--- config.mk ---
export PLATFORM = sky130hd
export DESIGN_NAME = serial_logic_unit_flat
export DESIGN_NICKNAME = d
export VERILOG_FILES = /design/src/rtl/serial_logic_unit_if.sv /design/src/rtl/serial_logic_unit.sv /design/src/flat_wrapper.sv
export SDC_FILE = /design/constraint.sdc
export NUM_CORES = 1
export LEC_CHECK = 0
export BUFFER_PORTS_ARGS = -buffer_cell sky130_fd_sc_hd__buf_2
export CAP_MARGIN = 10
export CORE_ASPECT_RATIO = 2
export CORE_UTILIZATION = 55
export CTS_BUF_LIST = sky130_fd_sc_hd__clkbuf_8 sky130_fd_sc_hd__clkbuf_16
export CTS_CLUSTER_DIAMETER = 200
export DETAILED_ROUTE_END_ITERATION = 10
export GPL_ROUTABILITY_DRIVEN = 0
export PLACE_DENSITY = 0.88
export SYNTH_ARGS = -nofsm -noshare
export SYNTH_HDL_FRONTEND = slang
export SYNTH_SLANG_ARGS = --single-unit
--- constraint.sdc ---
create_clock -name clk -period 5.55 [get_ports clk]
set_input_delay 0.555 -clock clk [delete_from_list [all_inputs] [get_ports clk]]
set_output_delay 0.555 -clock clk [all_outputs]
set_load 0.02 [all_outputs]
--- src/rtl/serial_logic_unit_if.sv ---
// ---------------------------------------------------------------------------
// serial_logic_unit_if
//   Request/result bundle for the serial bitwise logic unit.
//   Ports (as seen from the requester / master side):
//     start  out  request strobe, honoured only while the unit is ready
//     op     out  2-bit opcode: 00 AND, 01 OR, 10 XOR, 11 NOR
//     A, B   out  N-bit operands, latched on an accepted start
//     busy   in   high while the unit is processing digits
//     done   in   one-cycle pulse when C/zero have just been updated
//     C      in   N-bit result register, held until the next completion
//     zero   in   high when C == 0
// ---------------------------------------------------------------------------
interface serial_logic_unit_if #(
  parameter int N = 32
) ();
  logic         start;
  logic [1:0]   op;
  logic [N-1:0] A;
  logic [N-1:0] B;
  logic         busy;
  logic         done;
  logic [N-1:0] C;
  logic         zero;

  modport master (
    output start, op, A, B,
    input  busy, done, C, zero
  );

  modport slave (
    input  start, op, A, B,
    output busy, done, C, zero
  );
endinterface

--- src/rtl/serial_logic_unit.sv ---
// ---------------------------------------------------------------------------
// serial_logic_unit
//   Multi-cycle bitwise logic unit (AND / OR / XOR / NOR). Operands are
//   latched on an accepted start and processed DIGIT_W bits per clock,
//   least-significant digit first. The final result is written to C (with
//   its zero flag) in a single step and announced by a one-cycle done pulse.
//   Parameters:
//     N        operand/result width in bits
//     DIGIT_W  bits processed per clock (N must be a multiple of DIGIT_W)
//   Ports:
//     clk    rising-edge clock
//     rst_n  asynchronous active-low reset
//     bus    slave side of serial_logic_unit_if (start/op/A/B in,
//            busy/done/C/zero out)
// ---------------------------------------------------------------------------
module serial_logic_unit #(
  parameter int N       = 32,
  parameter int DIGIT_W = 1
) (
  input  logic                  clk,
  input  logic                  rst_n,
  serial_logic_unit_if.slave    bus
);

  if ((DIGIT_W < 1) || (DIGIT_W > N) || ((N % DIGIT_W) != 0)) begin : g_bad_digit_w
    $error("serial_logic_unit: N must be a positive multiple of DIGIT_W");
  end

  localparam int K     = N / DIGIT_W;
  localparam int CNT_W = (K > 1) ? $clog2(K) : 1;
  localparam logic [CNT_W-1:0] LAST = CNT_W'(K - 1);

  typedef enum logic [1:0] {
    IDLE = 2'd0,
    RUN  = 2'd1,
    DONE = 2'd2
  } state_t;

  state_t             state;
  state_t             next_state;
  logic [N-1:0]       sa;
  logic [N-1:0]       sb;
  logic [N-1:0]       sr;
  logic [N-1:0]       sr_next;
  logic [1:0]         op_r;
  logic [CNT_W-1:0]   cnt;
  logic [DIGIT_W-1:0] digit;
  logic               accept;

  // A request is only looked at outside RUN, so start (and any X on the
  // operand lines) cannot disturb a computation in flight.
  assign accept = (state != RUN) && bus.start;

  // Per-digit logic function; digits are independent, no carry chain.
  always_comb begin
    digit = '0;
    case (op_r)
      2'b00:   digit = sa[DIGIT_W-1:0] & sb[DIGIT_W-1:0];
      2'b01:   digit = sa[DIGIT_W-1:0] | sb[DIGIT_W-1:0];
      2'b10:   digit = sa[DIGIT_W-1:0] ^ sb[DIGIT_W-1:0];
      default: digit = ~(sa[DIGIT_W-1:0] | sb[DIGIT_W-1:0]);
    endcase
  end

  // New digit enters at the MSB end; after K shifts the first digit has
  // reached bit 0, so SR ends up in natural bit order.
  always_comb begin
    sr_next                   = sr >> DIGIT_W;
    sr_next[N-1 -: DIGIT_W]   = digit;
  end

  always_ff @(posedge clk or negedge rst_n) begin
    if (!rst_n) begin
      state <= IDLE;
    end else begin
      state <= next_state;
    end
  end

  always_comb begin
    next_state = state;
    case (state)
      IDLE:    next_state = bus.start ? RUN : IDLE;
      RUN:     next_state = (cnt == LAST) ? DONE : RUN;
      DONE:    next_state = bus.start ? RUN : IDLE;
      default: next_state = IDLE;
    endcase
  end

  // busy/done decode the state register only, so there is no
  // combinational path from the request inputs to the outputs.
  always_comb begin
    bus.busy = (state == RUN);
    bus.done = (state == DONE);
  end

  // Datapath: C and zero are written only on the completion edge, so
  // partial results never become visible.
  always_ff @(posedge clk or negedge rst_n) begin
    if (!rst_n) begin
      sa       <= '0;
      sb       <= '0;
      sr       <= '0;
      op_r     <= 2'b00;
      cnt      <= '0;
      bus.C    <= '0;
      bus.zero <= 1'b1;
    end else if (accept) begin
      sa   <= bus.A;
      sb   <= bus.B;
      op_r <= bus.op;
      sr   <= '0;
      cnt  <= '0;
    end else if (state == RUN) begin
      sa  <= sa >> DIGIT_W;
      sb  <= sb >> DIGIT_W;
      sr  <= sr_next;
      cnt <= cnt + CNT_W'(1);
      if (cnt == LAST) begin
        bus.C    <= sr_next;
        bus.zero <= (sr_next == '0);
      end
    end
  end

endmodule
--- src/flat_wrapper.sv ---
// flat-port wrapper written by rule: the top's interface ports become plain ports
module serial_logic_unit_flat 
#(
  parameter int N       = 32,
  parameter int DIGIT_W = 1
)
  (clk, rst_n, bus_start, bus_op, bus_A, bus_B, bus_busy, bus_done, bus_C, bus_zero);
  serial_logic_unit_if #(.N(N)) bus_i ();
  input  logic clk;
  input  logic rst_n;
  input wire logic [$bits(bus_i.start)-1:0] bus_start;
  input wire logic [$bits(bus_i.op)-1:0] bus_op;
  input wire logic [$bits(bus_i.A)-1:0] bus_A;
  input wire logic [$bits(bus_i.B)-1:0] bus_B;
  output wire logic [$bits(bus_i.busy)-1:0] bus_busy;
  output wire logic [$bits(bus_i.done)-1:0] bus_done;
  output wire logic [$bits(bus_i.C)-1:0] bus_C;
  output wire logic [$bits(bus_i.zero)-1:0] bus_zero;
  assign bus_i.start = bus_start;
  assign bus_i.op = bus_op;
  assign bus_i.A = bus_A;
  assign bus_i.B = bus_B;
  assign bus_busy = bus_i.busy;
  assign bus_done = bus_i.done;
  assign bus_C = bus_i.C;
  assign bus_zero = bus_i.zero;
  serial_logic_unit #(.N(N), .DIGIT_W(DIGIT_W)) u_core (.clk(clk), .rst_n(rst_n), .bus(bus_i));
endmodule
==> impl_metrics.tcl, run 1 <==
set metrics [dict create \
    fp.dieH_um 151 \
    first_iter_violations 181 \
    dieArea_um2 11600 \
    yosysWarnings 0 \
    synth_fp_nets 608 \
    drive_gt1_frac 0.339 \
    cts_tree "done" \
    post-route-drc-count 0 \
    fmax_mhz 343 \
    ys_ff_latch 137 \
    via_per_inst 5.29 \
    antenna_found_initial 1 \
    hold_path_class "input pin to asynchronous set/reset pin" \
    drt_wl_total_um 11700 \
    cts_made_buffers 17 \
    finalMaxSlewViolations 0 \
    area_growth_pct 17.0 \
    setup-violations-final 0 \
    num_rows 54 \
    port-buffer-count 103 \
    min_period_ns 2.91 \
    core_area_um2 10900 \
    finClkSkew_ns 0.00799 \
    worstSetupEndpointType "primary output" \
    seq_area_um2 3430 \
    clk_pin_slew_ns 0.06 \
    num_vias 4108 \
    io_pins 104 \
    required_ns 4.99 \
    layout_commonest_cell "dfrtp_1" \
    synth_edf_count 0 \
    yosysSeqAreaShare 0.559 \
    cts_root_buf "clkbuf_16" \
    worstMarginPinSlew_ns 1.07 \
    ant_nets 0 \
    synth_area_um2 6140 \
    wl_per_cell_um 15.1 \
    relSlewSlack 0.284 \
    layout_common_cells "dfrtp_1 (136), nand2_1 (110), buf_2 (101)" \
    ys.flop_type "dfrtp_1" \
    initial_core_util 0.564 \
    grt_max_degree 150 \
    syn_area_per_cell_um2 11.5 \
    fin_setup_tns_ns 0 \
    synthCells 535 \
    post-place-ws_ns 2.45 \
    status "finished clean" \
    fill_cells 829 \
    grt_pass1_vias 4209 \
    netlist-cell-type-count 34 \
    max-vdd-ir-drop_uv 364 \
    multi_input_area_um2 2380 \
    power.leakage_nw 3.32 \
    finalCritPeriodShare 0.525 \
    final.setup.worst_slack_ns 2.64 \
    drv_cap 0 \
    track_usage 0.214 \
    dr.pass1.iters 4 \
    cts_buffer_depth 2 \
    cts-resized-gates 0 \
    dpl.hpwl_um 7870 \
    num-nets-final 696 \
    ys_async_sr_fraction 1.00 \
    h-tree-depth 4 \
    hold_viol_final 0 \
    clock_latency_ns 0.41 \
    crit_type "register to primary output" \
    crit_path_start_kind "register" \
    cp_max_fo 149 \
    power_density_nw_per_um2 543 \
    worstPathArrival_ns 2.36 \
    cts.sinks 137 \
    rsz0062_at_grt "false" \
    grt_overflow 0 \
    die_x_um 76.7 \
    grt_pass1_wl_um 19100 \
    cts_hold_buf 0 \
    cts_setup_buffers 0 \
]
-- worst max-delay path, cell delays in order (launching register included) --
cell	delay (ns)
dfrtp_1	0.39
nand2b_1	0.35
inv_6	0.72
buf_2	0.32
-- final cells by class --
class,instances,share of cell area
timing repair buffer,105,0.0751
inverter,5,0.00331
multi-input combinational,357,0.332
antenna,1,0.000349
tap,140,0.0244
clock buffer,19,0.0631
clock inverter,12,0.0242
sequential,137,0.478
-- flip-flops by register name, indices dropped and copies added, names as in the netlist --
| register | flops |
|---|---|
| u_core.state | 2 |
| u_core.sb | 32 |
| u_core.sr | 31 |
| u_core.bus.zero | 1 |
| u_core.op_r | 2 |
| u_core.bus.C | 32 |
| u_core.cnt | 5 |
| u_core.sa | 32 |
-- through the flow --
step | instances | util | cell area [um2] | hold WS, ns | power, mW
global route | 776 | 0.660 | 7180 | 0.126 | 4.16
CTS | 775 | 0.660 | 7170 | 0.114 | 3.94
floorplan | 535 | - | 6140 | 0.259 | 2.52
finish | 776 | 0.660 | 7180 | 0.0947 | 3.90
global placement | 744 | 0.602 | 6550 | 0.460 | 2.65
detailed placement | 744 | 0.602 | 6550 | 0.476 | 2.74
-- routing by layer --
metal / vias up / wire length [um] / track usage
met1: 2001 / 4620 / 0.234
met2: 80 / 6470 / 0.381
met3: 20 / 379 / 0.0542
li1: 2007 / - / -
met4: 0 / 223 / 0.112
met5: - / 0 / 0
-- kinds of logic (layout without fill, tap and decap cells) --
kind of cell,count (synthesis),in the layout,synth area share
AOI/OAI and AO/OA,100,100,0.0967
xor gates and xnor gates,1,1,0.00143
adders and majority gates,4,4,0.00816
buffers and inverters,41,141,0.0532
DFF,137,137,0.559
muxes,102,102,0.174
other,0,1,0
and+or+nand+nor,150,150,0.108
-- path summary, 6_finish.rpt --
| kind | start | end | slack [ns] | cells after the start |
|---|---|---|---|---|
| worst max-delay path | u_core.state[1] | bus_busy | 2.64 | 3 |
| worst min-delay path | rst_n | u_core.sb[13] | 0.09 | 1 |
| worst max register to register | u_core.state[1] | u_core.sr[5] | 3.08 | 4 |
| worst min register to register | u_core.sb[13] | u_core.sb[12] | 0.49 | 2 |
| max in group asynchronous | rst_n | u_core.bus.C[2] | 4.09 | 2 |
| min in group clk | bus_op[1] | u_core.op_r[1] | 0.38 | 2 |
-- synthesized netlist by cell type, drive strengths merged (2+ instances only) --
cell type	instances	area, um2
nor4	7	43.8
mux2i	67	671
clkbuf	12	56.3
mux2	35	394
and4	2	17.5
nand2	129	532
o21ai	97	568
ha	4	50.1
nand3	2	10.0
inv	4	17.5
and3	2	12.5
nor2	3	11.3
dfrtp	136	3400
buf	24	249
-- report_power, final --
part	internal (mW)	switching (mW)	total (mW)
registers	1.37	0.272	1.65
clock network	0.770	0.414	1.18
logic	0.429	0.636	1.06
total	2.57	1.32	3.90
Note: power is estimated with default switching activity, not from simulation.
==> run 2: changes to the inputs <==
--- a/config.mk
+++ b/config.mk
@@ -8,12 +8,12 @@
 export BUFFER_PORTS_ARGS = -buffer_cell sky130_fd_sc_hd__buf_2
 export CAP_MARGIN = 10
 export CORE_ASPECT_RATIO = 2
-export CORE_UTILIZATION = 55
+export CORE_UTILIZATION = 51
 export CTS_BUF_LIST = sky130_fd_sc_hd__clkbuf_8 sky130_fd_sc_hd__clkbuf_16
 export CTS_CLUSTER_DIAMETER = 200
 export DETAILED_ROUTE_END_ITERATION = 10
 export GPL_ROUTABILITY_DRIVEN = 0
-export PLACE_DENSITY = 0.88
+export PLACE_DENSITY = 0.86
 export SYNTH_ARGS = -nofsm -noshare
 export SYNTH_HDL_FRONTEND = slang
 export SYNTH_SLANG_ARGS = --single-unit
==> constraint.sdc (replaced) <==
create_clock -name clk -period 2.45 [get_ports clk]
set_input_delay 0.245 -clock clk [delete_from_list [all_inputs] [get_ports clk]]
set_output_delay 0.245 -clock clk [all_outputs]
set_load 0.02 [all_outputs]
==> run 2 against run 1 <==
Net effect: first-iteration DRC count decreased by 14%; worst setup slack got worse by 2.2 ns; sequential power increased by 130%; power increased by 130%; combinational power increased by 140%; non-clock buffer count increased by 10; via count increased by 2.7%.
==> impl_metrics.tcl, run 2 (synthesis gave the netlist of run 1 again) <==
set metrics [dict create \
    layout_common_cells "dfrtp_1 (136), nand2_1 (110), buf_2 (101)" \
    area_growth_pct 18.8 \
    drt_wl_total_um 12100 \
    min_period_ns 2.06 \
    max-vdd-ir-drop_uv 644 \
    relSlewSlack 0.629 \
    p_int_mw 5.78 \
    clk_pin_slew_ns 0.06 \
    power.leakage_nw 3.38 \
    first_iter_violations 155 \
    cts.sinks 137 \
    cts-resized-gates 0 \
    layout_commonest_cell "dfrtp_1" \
    r2r_start "u_core.cnt[0]" \
    antenna_found_initial 1 \
    finClkSkew_ns 0.00646 \
    share_comb_of_total_power 0.286 \
    drv_cap 0 \
    rsz0062_at_grt "false" \
    io_pins 104 \
    num_vias 4217 \
    fill_cells 912 \
    cts_buffer_depth 2 \
    power_density_nw_per_um2 1210 \
    reg2regPathDepth 6 \
    via_per_inst 5.33 \
    h-tree-depth 4 \
    post-route-drc-count 0 \
    cts_tree "done" \
    finalMaxSlewViolations 0 \
    worstSetupEndpointType "primary output" \
    initial_core_util 0.524 \
    power_frac_seq 0.424 \
    crit_path_start_kind "register" \
    core_area_um2 11700 \
    required_ns 2.20 \
    post-place-ws_ns 0.487 \
    track_usage 0.207 \
    timing.rr.end "u_core.bus.C[24]" \
    status "finished clean" \
    drive_gt1_frac 0.344 \
    critPathLaunch "u_core.state[1]" \
    grt_overflow 0 \
    fmax_mhz 485 \
    worstPathArrival_ns 1.82 \
    dpl.hpwl_um 8430 \
    p_clk_frac 0.290 \
    switchingPower_mw 3.02 \
    grt_pass1_vias 4266 \
    ant_nets 0 \
    crit_type "register to primary output" \
    worstMarginPinSlew_ns 0.556 \
    dieArea_um2 12500 \
    setup-violations-final 0 \
    hold_viol_final 0 \
    final.setup.worst_slack_ns 0.387 \
    crit_end "bus_busy" \
    num_rows 56 \
    reg2reg_slack_ns 0.48 \
    hold_path_class "input pin to register" \
    grt_pass1_wl_um 19800 \
    clock_latency_ns 0.41 \
    fp.dieH_um 157 \
    reg_top3 "u_core.bus.C (32), u_core.sa (32), u_core.sb (32)" \
    num-nets-final 706 \
    wl_per_cell_um 15.3 \
    swShare 0.343 \
    fin_setup_tns_ns 0 \
    finalCritPeriodShare 0.842 \
    port-buffer-count 103 \
    grt_max_degree 59 \
    die_x_um 79.6 \
    cp_max_fo 51 \
    cts_made_buffers 17 \
    dr.pass1.iters 4 \
    cts_root_buf "clkbuf_16" \
]
run 2: changes by cell type in the layout (fill, tap and decap cells not counted), moves of 2 or more:
cell / change
clkinv_4: +2
inv_1: +2
buf_12: +5
buf_4: +4
run 2: layer usage:
| layer | up-vias | wire (um) | track usage |
|---|---|---|---|
| met5 | - | 0 | 0 |
| met4 | 0 | 440 | 0.120 |
| met3 | 31 | 341 | 0.0383 |
| met2 | 95 | 6480 | 0.353 |
| met1 | 2069 | 4800 | 0.237 |
| li1 | 2022 | - | - |
run 2: worst max-delay path: stages (launching register included):
cell	delay (ns)
dfrtp_1	0.40
nand2b_1	0.33
inv_6	0.40
buf_2	0.25
run 2: layout make-up:
type,count,area [um2],area share
inverter,5,23.8,0.00326
sequential,137,3430,0.470
clock buffer,18,439,0.0602
timing repair buffer,115,679,0.0932
tap,145,181,0.0249
antenna,1,2.50,0.000343
multi-input combinational,357,2380,0.326
clock inverter,13,156,0.0214
run 2: stage by stage:
step	hold slack (ns)	total power, mW	instance area (um2)	util	std cells
after detailed placement	0.227	6.31	6680	0.571	758
after floorplan	-0.0506	5.72	6140	-	535
after global routing	0.0767	9.37	7290	0.623	791
after CTS	0.0655	8.89	7290	0.623	790
final	0.0788	8.80	7290	0.623	791
after global placement	0.220	6.13	6680	0.571	758
run 2: repair_timing:
action / 4_1_cts / 5_1_grt
hold buffers: 1 / 0
hold endpoints to repair: 51 / 0
setup buffers: 0 / 0
run 2: power by group through the flow:
stage	combinational, mW	clock [mW]	sequential [mW]
after CTS	2.57	2.60	3.73
after floorplan	1.97	0	3.75
after global placement	2.41	0	3.71
final	2.52	2.55	3.73
after detailed placement	2.55	0	3.76
after global routing	2.85	2.69	3.83
run 2: how the worst min path moves through the flow:
stage | start | endpoint | slack [ns] | cells after the start
after detailed placement | rst_n | u_core.sb[15] | 0.23 | 1
final | bus_op[1] | u_core.op_r[1] | 0.08 | 2
after global routing | bus_op[1] | u_core.op_r[1] | 0.08 | 2
after floorplan | rst_n | u_core.bus.C[0] | -0.05 | 0
after global placement | rst_n | u_core.sb[14] | 0.22 | 1
after CTS | bus_op[1] | u_core.op_r[1] | 0.07 | 2
==> run 3: changes to the inputs <==
==> constraint.sdc (replaced) <==
create_clock -name clk -period 1.7 [get_ports clk]
set_input_delay 0.17 -clock clk [delete_from_list [all_inputs] [get_ports clk]]
set_output_delay 0.17 -clock clk [all_outputs]
set_load 0.02 [all_outputs]
==> run 3 against run 2 <==
Net effect: the flow now finishes with violations (setup timing); hold slack got worse by 0.061 ns; power increased by 45%; count of clock-buffer cells in the layout increased by 2; die area unchanged; combinational power up 59%; critical path type is now register to register; critical path depth grew 3.
==> impl_metrics.tcl, run 3 (synthesis gave the netlist of run 1 again) <==
set metrics [dict create \
    grt_max_degree 57 \
    cts_buffer_depth 2 \
    hold_viol_final 0 \
    worstPathArrival_ns 2.01 \
    drt_wl_total_um 12700 \
    reg_top3 "u_core.bus.C (32), u_core.sa (32), u_core.sb (32)" \
    drive_gt1_frac 0.360 \
    status "finished with violations" \
    violations "setup timing" \
    fp.dieH_um 157 \
    cp_max_fo 8 \
    grt_pass1_wl_um 20300 \
    holdWs_ns 0.0179 \
    h-tree-depth 4 \
    track_usage 0.210 \
    dieArea_um2 12500 \
    finalMaxSlewViolations 0 \
    post-route-drc-count 0 \
    worstSetupEndpointType "register" \
    final.setup.worst_slack_ns -0.0266 \
    grt_overflow 0 \
    setup-violations-final 15 \
    crit_type "register to register" \
    power_mw 12.8 \
    cts_made_buffers 17 \
    rsz0062_at_grt "true" \
    min_period_ns 1.73 \
    antenna_found_initial 1 \
    dpl.hpwl_um 8490 \
    layout_commonest_cell "dfrtp_1" \
    ant_nets 0 \
    port-buffer-count 103 \
    via_per_inst 5.35 \
    crit_chain "ha_2 -> and3_4 -> ha_4 -> nand3b_4 -> buf_6 -> mux2_4" \
    crit_path_top_delay_cell "dfrtp_1" \
    io_pins 104 \
    clock_latency_ns 0.40 \
    dr.pass1.iters 6 \
    num_rows 56 \
    first_iter_violations 202 \
    crit_path_start_kind "register" \
    area_growth_pct 23.0 \
    cts_root_buf "clkbuf_16" \
    worstMarginPinSlew_ns 0.493 \
    reg2regPathDepth 6 \
    wl_per_cell_um 15.8 \
    relSlewSlack 0.671 \
    fmax_mhz 579 \
    power_density_nw_per_um2 1700 \
    finalCritPeriodShare 1.02 \
    power.leakage_nw 3.63 \
    num-nets-final 718 \
    die_x_um 79.6 \
    num_vias 4299 \
    required_ns 1.98 \
    cts_tree "done" \
    grt_pass1_vias 4396 \
    slowest_delay_ns 0.39 \
    drv_cap 0 \
    initial_core_util 0.524 \
    clk_pin_slew_ns 0.06 \
    finClkSkew_ns 0.00918 \
    layout_common_cells "dfrtp_1 (135), nand2_1 (110), buf_2 (101)" \
    whs_path_depth 2 \
    hold_path_class "input pin to register" \
    cts.sinks 137 \
    max-vdd-ir-drop_uv 946 \
    core_area_um2 11700 \
]
run 3: changes by cell type in the layout (fill, tap and decap cells not counted), sizes merged:
cell         before  now
inv               6    9
clkinv            6    4
bufinv            3    2
dlygate4sd3       1    2
buf             114  123
clkbuf           18   21
run 3: layout make-up:
type	instances	area [um2]
timing repair inverter	1	8.76
clock inverter	12	86.3
multi-input combinational	357	2500
inverter	5	45.0
tap	145	181
clock buffer	20	467
sequential	137	3430
timing repair buffer	126	831
antenna	1	2.50
fill	888	4150
run 3: per-layer routing:
layer / up-vias / wire length, um / global-route usage
met5: - / 0 / 0
met4: 0 / 429 / 0.0987
met3: 28 / 390 / 0.0446
met2: 117 / 6850 / 0.367
met1: 2099 / 5050 / 0.241
li1: 2055 / - / -
run 3: repair_timing:
item	CTS	global route
resized for setup	16	17
gates cloned	1	2
setup buffers	3	0
pin swaps	0	1
hold buffers	2	0
endpoints found under the setup margin	32	26
endpoints found under the hold margin	49	0
run 3: final timing paths:
path / from / end / slack, ns
max: u_core.cnt[1] / u_core.bus.C[2] / -0.03
min: bus_op[0] / u_core.op_r[0] / 0.02
max reg2reg: u_core.cnt[1] / u_core.bus.C[2] / -0.03
min reg2reg: u_core.sa[3] / u_core.sa[2] / 0.48
max in group asynchronous: rst_n / u_core.sb[17] / 0.73
min in group asynchronous: rst_n / u_core.bus.C[23] / 0.30
run 3: power by group:
group / leakage, nW / switching [mW] / total [mW] / internal (mW)
Clock: 0.284 / 1.29 / 3.38 / 2.09
Sequential: 1.66 / 0.920 / 5.41 / 4.49
Combinational: 1.68 / 2.21 / 4.01 / 1.80
Total: 3.63 / 4.42 / 12.8 / 8.38
run 3: critical path, delay by kind of cell, from the launching register on:
kind	cells	cell delay (ns)
simple gates	2	0.34
mux	1	0.31
flops	1	0.39
buf+inv	1	0.20
fa+ha+maj	2	0.36
run 3: through the flow:
step	area [um2]	instances	setup TNS, ns	utilization	worst slack, ns
2_1_floorplan	6170	535	0	-	0.0204
3_3_place_gp	6780	764	0	0.579	0.00708
3_5_place_dp	6780	764	-0.861	0.579	-0.0569
4_1_cts	7480	802	-0.279	0.639	-0.0408
5_1_grt	7550	804	-1.07	0.645	-0.0576
6_report	7550	804	-0.303	0.645	-0.0266
